<file path="config.mk">
export PLATFORM = sky130hd
export DESIGN_NAME = maxhpc_fifo_pack
export DESIGN_NICKNAME = d
export VERILOG_FILES = /design/src/rtl/maxhpc_fifo_pack.sv
export SDC_FILE = /design/constraint.sdc
export NUM_CORES = 1
export LEC_CHECK = 0
export BUFFER_PORTS_ARGS = -buffer_cell sky130_fd_sc_hd__buf_2
export CAP_MARGIN = 20
export CORE_MARGIN = 2
export CORE_UTILIZATION = 29
export DETAILED_ROUTE_END_ITERATION = 6
export GPL_TIMING_DRIVEN = 0
export SKIP_LAST_GASP = 1
export SYNTH_ARGS = -nofsm -noshare
export SYNTH_HDL_FRONTEND = slang
export SYNTH_SLANG_ARGS = --single-unit
</file>
<file path="constraint.sdc">
create_clock -name clock -period 2.4 [get_ports clock]
set_input_delay 0.72 -clock clock [delete_from_list [all_inputs] [get_ports clock]]
set_output_delay 0.72 -clock clock [all_outputs]
set_load 0.05 [all_outputs]
</file>
<file path="src/rtl/maxhpc_fifo_pack.sv">
// Width upsizer behind a non-showahead FIFO: issues reads, packs RATIO lanes per
// output word, and supports flush of a partial word with keep mask and last marker.
module maxhpc_fifo_pack #(
  parameter int DATA_WD = 8,
  parameter int RATIO   = 4,
  parameter int RD_LAT  = 2
) (
  input  logic                     clock,
  input  logic                     clear,
  output logic                     fifo_rd,
  input  logic [DATA_WD-1:0]       fifo_q,
  input  logic                     fifo_rempty,
  input  logic                     flush,
  output logic                     m_valid,
  input  logic                     m_ready,
  output logic [DATA_WD*RATIO-1:0] m_data,
  output logic [RATIO-1:0]         m_keep,
  output logic                     m_last
);

  localparam int CW = $clog2(RATIO + 1);
  localparam int IW = $clog2(RATIO);

  logic [CW-1:0]            fill;
  logic [CW-1:0]            inflight;
  logic [RD_LAT-1:0]        pipe;
  logic [RD_LAT:0]          pipe_ext;
  logic                     flushing;
  logic                     out_free;
  logic                     xfer;
  logic                     room;
  logic                     capture;
  logic                     finish;
  logic [DATA_WD-1:0]       lanes [RATIO];
  logic [DATA_WD*RATIO-1:0] packed_full;
  logic [DATA_WD*RATIO-1:0] packed_part;
  logic [RATIO-1:0]         part_keep;

  // The top bit of the extended pipe is the read whose data is on fifo_q now.
  assign pipe_ext = {pipe, fifo_rd};
  assign capture  = pipe_ext[RD_LAT];

  always_comb begin
    inflight = '0;
    for (int i = 0; i < RD_LAT; i++) begin
      inflight = inflight + CW'(pipe[i]);
    end
  end

  assign out_free = !m_valid || m_ready;
  assign xfer     = (fill == CW'(RATIO)) && out_free && !flushing;
  assign room     = ({1'b0, fill} + {1'b0, inflight}) < (CW + 1)'(RATIO);
  assign fifo_rd  = !clear && !fifo_rempty && !flushing && (room || xfer);
  assign finish   = flushing && (inflight == '0) && out_free;

  // Partial words zero the lanes that were never written in this word.
  always_comb begin
    packed_full = '0;
    packed_part = '0;
    part_keep   = '0;
    for (int i = 0; i < RATIO; i++) begin
      part_keep[i] = CW'(i) < fill;
      packed_full[i*DATA_WD +: DATA_WD] = lanes[i];
      packed_part[i*DATA_WD +: DATA_WD] = part_keep[i] ? lanes[i] : '0;
    end
  end

  always_ff @(posedge clock) begin
    if (clear) begin
      fill     <= '0;
      pipe     <= '0;
      flushing <= 1'b0;
      m_valid  <= 1'b0;
      m_data   <= '0;
      m_keep   <= '0;
      m_last   <= 1'b0;
    end else begin
      pipe <= pipe_ext[RD_LAT-1:0];
      if (capture) begin
        lanes[fill[IW-1:0]] <= fifo_q;
        fill <= fill + CW'(1);
      end
      if (xfer) begin
        m_data  <= packed_full;
        m_keep  <= '1;
        m_last  <= 1'b0;
        m_valid <= 1'b1;
        fill    <= '0;
      end else if (finish && (fill != '0)) begin
        m_data  <= packed_part;
        m_keep  <= part_keep;
        m_last  <= 1'b1;
        m_valid <= 1'b1;
        fill    <= '0;
      end else if (m_ready) begin
        m_valid <= 1'b0;
      end
      // A flush arriving while one is already pending is dropped.
      if (finish) begin
        flushing <= 1'b0;
      end else if (flush && !flushing) begin
        flushing <= 1'b1;
      end
    end
  end

endmodule
</file>
Word-level counts from Yosys, hierarchy flattened. Memories as Yosys holds them, arrays and structs flattened. Index checks and enable logic that the tools add are counted.

Bits in registers: 44. RAM bits: 32. Bits of input ports: 13. Output and inout bits: 39. Logic and storage cells: 53. Memories: 1.

Memory list: lanes (words 4, width 8, read ports 4, clocked after memory_dff 0, write ports 1, line 34) `logic [DATA_WD-1:0] lanes [RATIO];`.

Add/sub/neg operators: 3. Magnitude comparators: 5. Equality and inequality tests: 1. Mux-type cells: 14. Reduce and logical (&&, ||, !) cells: 22.

Operator list (number): 32-bit two-way mux (2); 8-bit two-way mux (4); 1-bit logical AND (9); 4-bit two-way mux (2); 1-bit by 3-bit < comparator with 1-bit output, first input constant (2); 2-bit by 3-bit < comparator with 1-bit output, first input constant (2); 1-bit two-way mux (6); 3-bit nonzero test (2); 3-bit by 2-bit adder with 4-bit output (1); 1-bit zero test (4); 4-bit by 3-bit < comparator with 1-bit output, second input constant (1); 2-bit OR reduction (2); 3-bit by 1-bit adder with 3-bit output, second input constant (1); 3-bit equality test, second input constant (1); 3-bit zero test (1); 3-bit OR reduction (1); 1-bit by 1-bit adder with 2-bit output (1); 1-bit logical OR (2); 2-bit nonzero test (1).

Longest topological paths before layout.
Word-level depth: 7. Gate-level depth with buffers: 7. Depth with buffers taken out: 5.

Worst setup path after synthesis. Ideal clock, no wire load.

Path kind: input to output. Start: input clear. End: output fifo_rd. Arrival time: 1725 ps. Required time: 1680 ps. Slack: -45 ps. Stages: 4. Buffers on the path: 2. Cell sequence: buf_2 > buf_1 > nor3_1 > o21a_1.

Longest elaborated chain between the ends: 4.

RTL lines: start: declaration (line 9) `input logic clear,`; 1-bit zero test (line 53) `assign fifo_rd = !clear && !fifo_rempty && !flushing && (room || xfer);`; 1-bit logical AND (3 in series) (line 53); end: declaration (line 10) `output logic fifo_rd,`.

No other way between the ends.

Worst setup path after layout.
Start: input m_ready. End: output fifo_rd.

Longest elaborated chain between the ends: 5.

RTL lines: start: declaration (line 15) `input logic m_ready,`; 1-bit logical OR (line 50) `assign out_free = !m_valid || m_ready;`; 1-bit logical AND (2 in series) (line 51) `assign xfer = (fill == CW'(RATIO)) && out_free && !flushing;`; 1-bit logical OR (line 53); 1-bit logical AND (line 53).

No other way between the ends.

==> impl_metrics.json <==
{
  "fmaxAchievable_mhz": 409,
  "start_kind": "input port",
  "final_common_cell": "buf_2",
  "required_ns": 1.68,
  "multi_input_area_um2": 1090,
  "synth_fp_nets": 269,
  "most-common-layout-cells": "buf_2, dfxtp_1, edfxtp_1",
  "critPathArrivalTime_ns": 1.72,
  "ys_seq_area_share_pct": 60.2,
  "cts.htree.levels": 3,
  "grt_overflow": 0,
  "critPathTopFamily": "buffers and inverters",
  "post-place-ws_ns": -0.438,
  "netlist_area_um2": 3060,
  "routabilityCongestion": 0.745,
  "fillers": 1055,
  "synth-simple-area-share_pct": 9.53,
  "hold_buffers": 0,
  "clk_pin_slew_ns": 0.07,
  "initial_utilization_pct": 29.8,
  "via_per_inst": 4.76,
  "ios": 52,
  "critPathSlowestCell": "clkbuf_4",
  "crit_buf_inv": 3,
  "p_leak_nw": 1.45,
  "synth_xor_area_share_pct": 0.573,
  "grt_pass1_vias": 2182,
  "row_count": 37,
  "final-hold-violation-count": 0,
  "slowest_delay_ns": 0.25,
  "synth_mux_area_share_pct": 5.40,
  "drtAntennaViolNets": 0,
  "yosysWarnings": 0,
  "dieWidth_um": 107,
  "portBuffers": 51,
  "crit_fanout": 10,
  "grt_max_degree": 20,
  "dp_hpwl_um": 5050,
  "period_share_pct": 102,
  "synth_compound_area_share_pct": 14.8,
  "status": "complete, but fails checks",
  "endpoint_kind": "primary output",
  "root_buffer": "clkbuf_8",
  "antenna_cells": 0,
  "clkLatencyLatePin_ns": 0.36,
  "grt_pass1_wl_um": 11700,
  "hold_path.class": "register to register",
  "cts_inserted_buffers": 9,
  "synth-edff-count": 32,
  "fin_crit_ns": 2.44,
  "dieArea_um2": 11400,
  "synth_fa_ha_area_share_pct": 2.86,
  "syn_to_final_growth_pct": 24.0,
  "fin_skew_ns": 0.00727,
  "violations": "negative setup slack",
  "p_total_w": 0.00251,
  "ys_types": 32,
  "clock-sinks": 76,
  "ys_async_sr_fraction_pct": 0,
  "drive_gt1_share_pct": 33.6,
  "ff_latch_area_um2": 1850,
  "antenna_found_initial": 0,
  "setup_viol": 1,
  "synthFlopType": "dfxtp_1",
  "drv_slew": 0,
  "core-area_um2": 10300,
  "chipHeight_um": 107,
  "syn_area_per_cell_um2": 12.3,
  "maxCapViolCount": 0,
  "grt_setup_unrepaired": "true",
  "drt_first_pass_iters": 4,
  "wirelength_um": 7380,
  "cts_buffer_depth": 2,
  "slew_headroom_pct": 51.4,
  "fin_nets": 333,
  "tightestPinTransition_ns": 0.726,
  "crit_chain": "buf_2 -> nor2b_2 -> clkbuf_4 -> nor3_2 -> o21a_2 -> buf_8",
  "route.vias.total": 2162,
  "ys_ff_latch": 76,
  "powerDensity_nw_per_um2": 662,
  "cts_tree": "built",
  "post_synth_inst_count": 249,
  "drc": 0,
  "crit_type": "input port to primary output",
  "track_usage_pct": 13.7,
  "synth_top_family_by_area": "compound AO/OA/AOI/OAI gates",
  "ir_drop_v": 0.000332,
  "drt-wirelength-per-cell_um": 16.3,
  "finalWorstSetupSlack_ns": -0.0433,
  "first_iter_violations": 60
}
-- flip-flops by register name, summed over array words and instances, names as in the netlist --
register,cells
m_data,32
pipe,2
m_last,1
m_keep,4
m_valid,1
lanes,32
fill,3
flushing,1
-- cells in the mapped netlist, drive strengths merged, types with 4 or more instances --
master | count | area share [%]
dfxtp | 44 | 29
edfxtp | 32 | 31
inv | 20 | 2.5
a311oi | 18 | 5.2
a31o | 16 | 4.6
buf | 14 | 3.4
a21oi | 11 | 1.8
mux2i | 10 | 3.7
nand2 | 10 | 1.2
nand2b | 10 | 2.0
o31ai | 9 | 2.2
nand4 | 8 | 1.6
nor3 | 8 | 1.7
ha | 7 | 2.9
clkbuf | 6 | 0.74
nor2 | 5 | 0.61
nor2b | 5 | 1.0
and2 | 4 | 0.82
mux2 | 4 | 1.7
-- power by group --
| group | internal, W | total, W | switching [W] | leakage (nW) |
|---|---|---|---|---|
| Combinational | 0.0000661 | 0.000188 | 0.000122 | 0.706 |
| Sequential | 0.00135 | 0.00136 | 0.00000792 | 0.645 |
| Clock | 0.000502 | 0.000961 | 0.000459 | 0.0967 |
| Total | 0.00192 | 0.00251 | 0.000589 | 1.45 |
-- final timing paths --
kind         slack (ns)                 endpoint                     from  cells past startpoint
max               -0.04                  fifo_rd                  m_ready                      6
min                0.47  m_data[31]$_SDFFE_PP0P_  m_data[31]$_SDFFE_PP0P_                      2
max reg2reg        0.52   m_data[4]$_SDFFE_PP0P_     fill[1]$_SDFFE_PP0P_                      7
min reg2reg        0.47  m_data[31]$_SDFFE_PP0P_  m_data[31]$_SDFFE_PP0P_                      2
-- cell type report --
| cell class | instances | share of cell area, % |
|---|---|---|
| multi-input cells | 133 | 28.6 |
| inverters | 20 | 2.04 |
| well taps | 136 | 4.49 |
| clock inverters | 5 | 1.35 |
| repair buffers | 54 | 7.68 |
| flip-flops and latches | 76 | 48.7 |
| plain buffers | 19 | 3.33 |
| clock buffers | 11 | 3.73 |
-- per-stage QoR --
step                instances  hold WS (ns)  setup TNS [ns]  utilization [%]  cell area (um2)
floorplan                 249         0.434               0                -             3060
global placement          436         0.451          -0.414             33.9             3490
detailed placement        436         0.452          -0.438             33.9             3490
CTS                       454         0.471          -0.113             36.7             3770
global route              454         0.483         -0.0965             36.9             3790
finish                    454         0.470         -0.0433             36.9             3790
-- repair_timing --
| action | in CTS | in global routing |
|---|---|---|
| endpoints found under the setup margin | 1 | 1 |
| resized for setup | 19 | 4 |
| buffers inserted | 3 | 0 |
| pin swaps | 4 | 3 |
-- worst reg2reg max path: cells and delay by family (launching register included) --
family          cells  cell delay (ns)
simple gates        2             0.56
buf+inv             3             0.49
flops               1             0.43
fa+ha+maj           1             0.20
compound gates      1             0.15
-- routing by layer --
metal | up-vias | share of wire, % | global-route usage, %
li1 | 1047 | - | -
met1 | 1050 | 45 | 17.6
met2 | 56 | 49 | 22.0
met3 | 9 | 5.4 | 4.50
met4 | 0 | 0.95 | 3.99
met5 | - | 0 | 0
-- logic make-up (layout without fill, tap and decap cells) --
| kind of cell | Yosys count | count (layout) |
|---|---|---|
| flops | 76 | 76 |
| compound gates | 58 | 58 |
| simple gates | 52 | 52 |
| buf+inv | 40 | 109 |
| mux | 14 | 14 |
| fa+ha+maj | 7 | 7 |
| xor+xnor | 2 | 2 |
(Power assumes the default switching activity.)
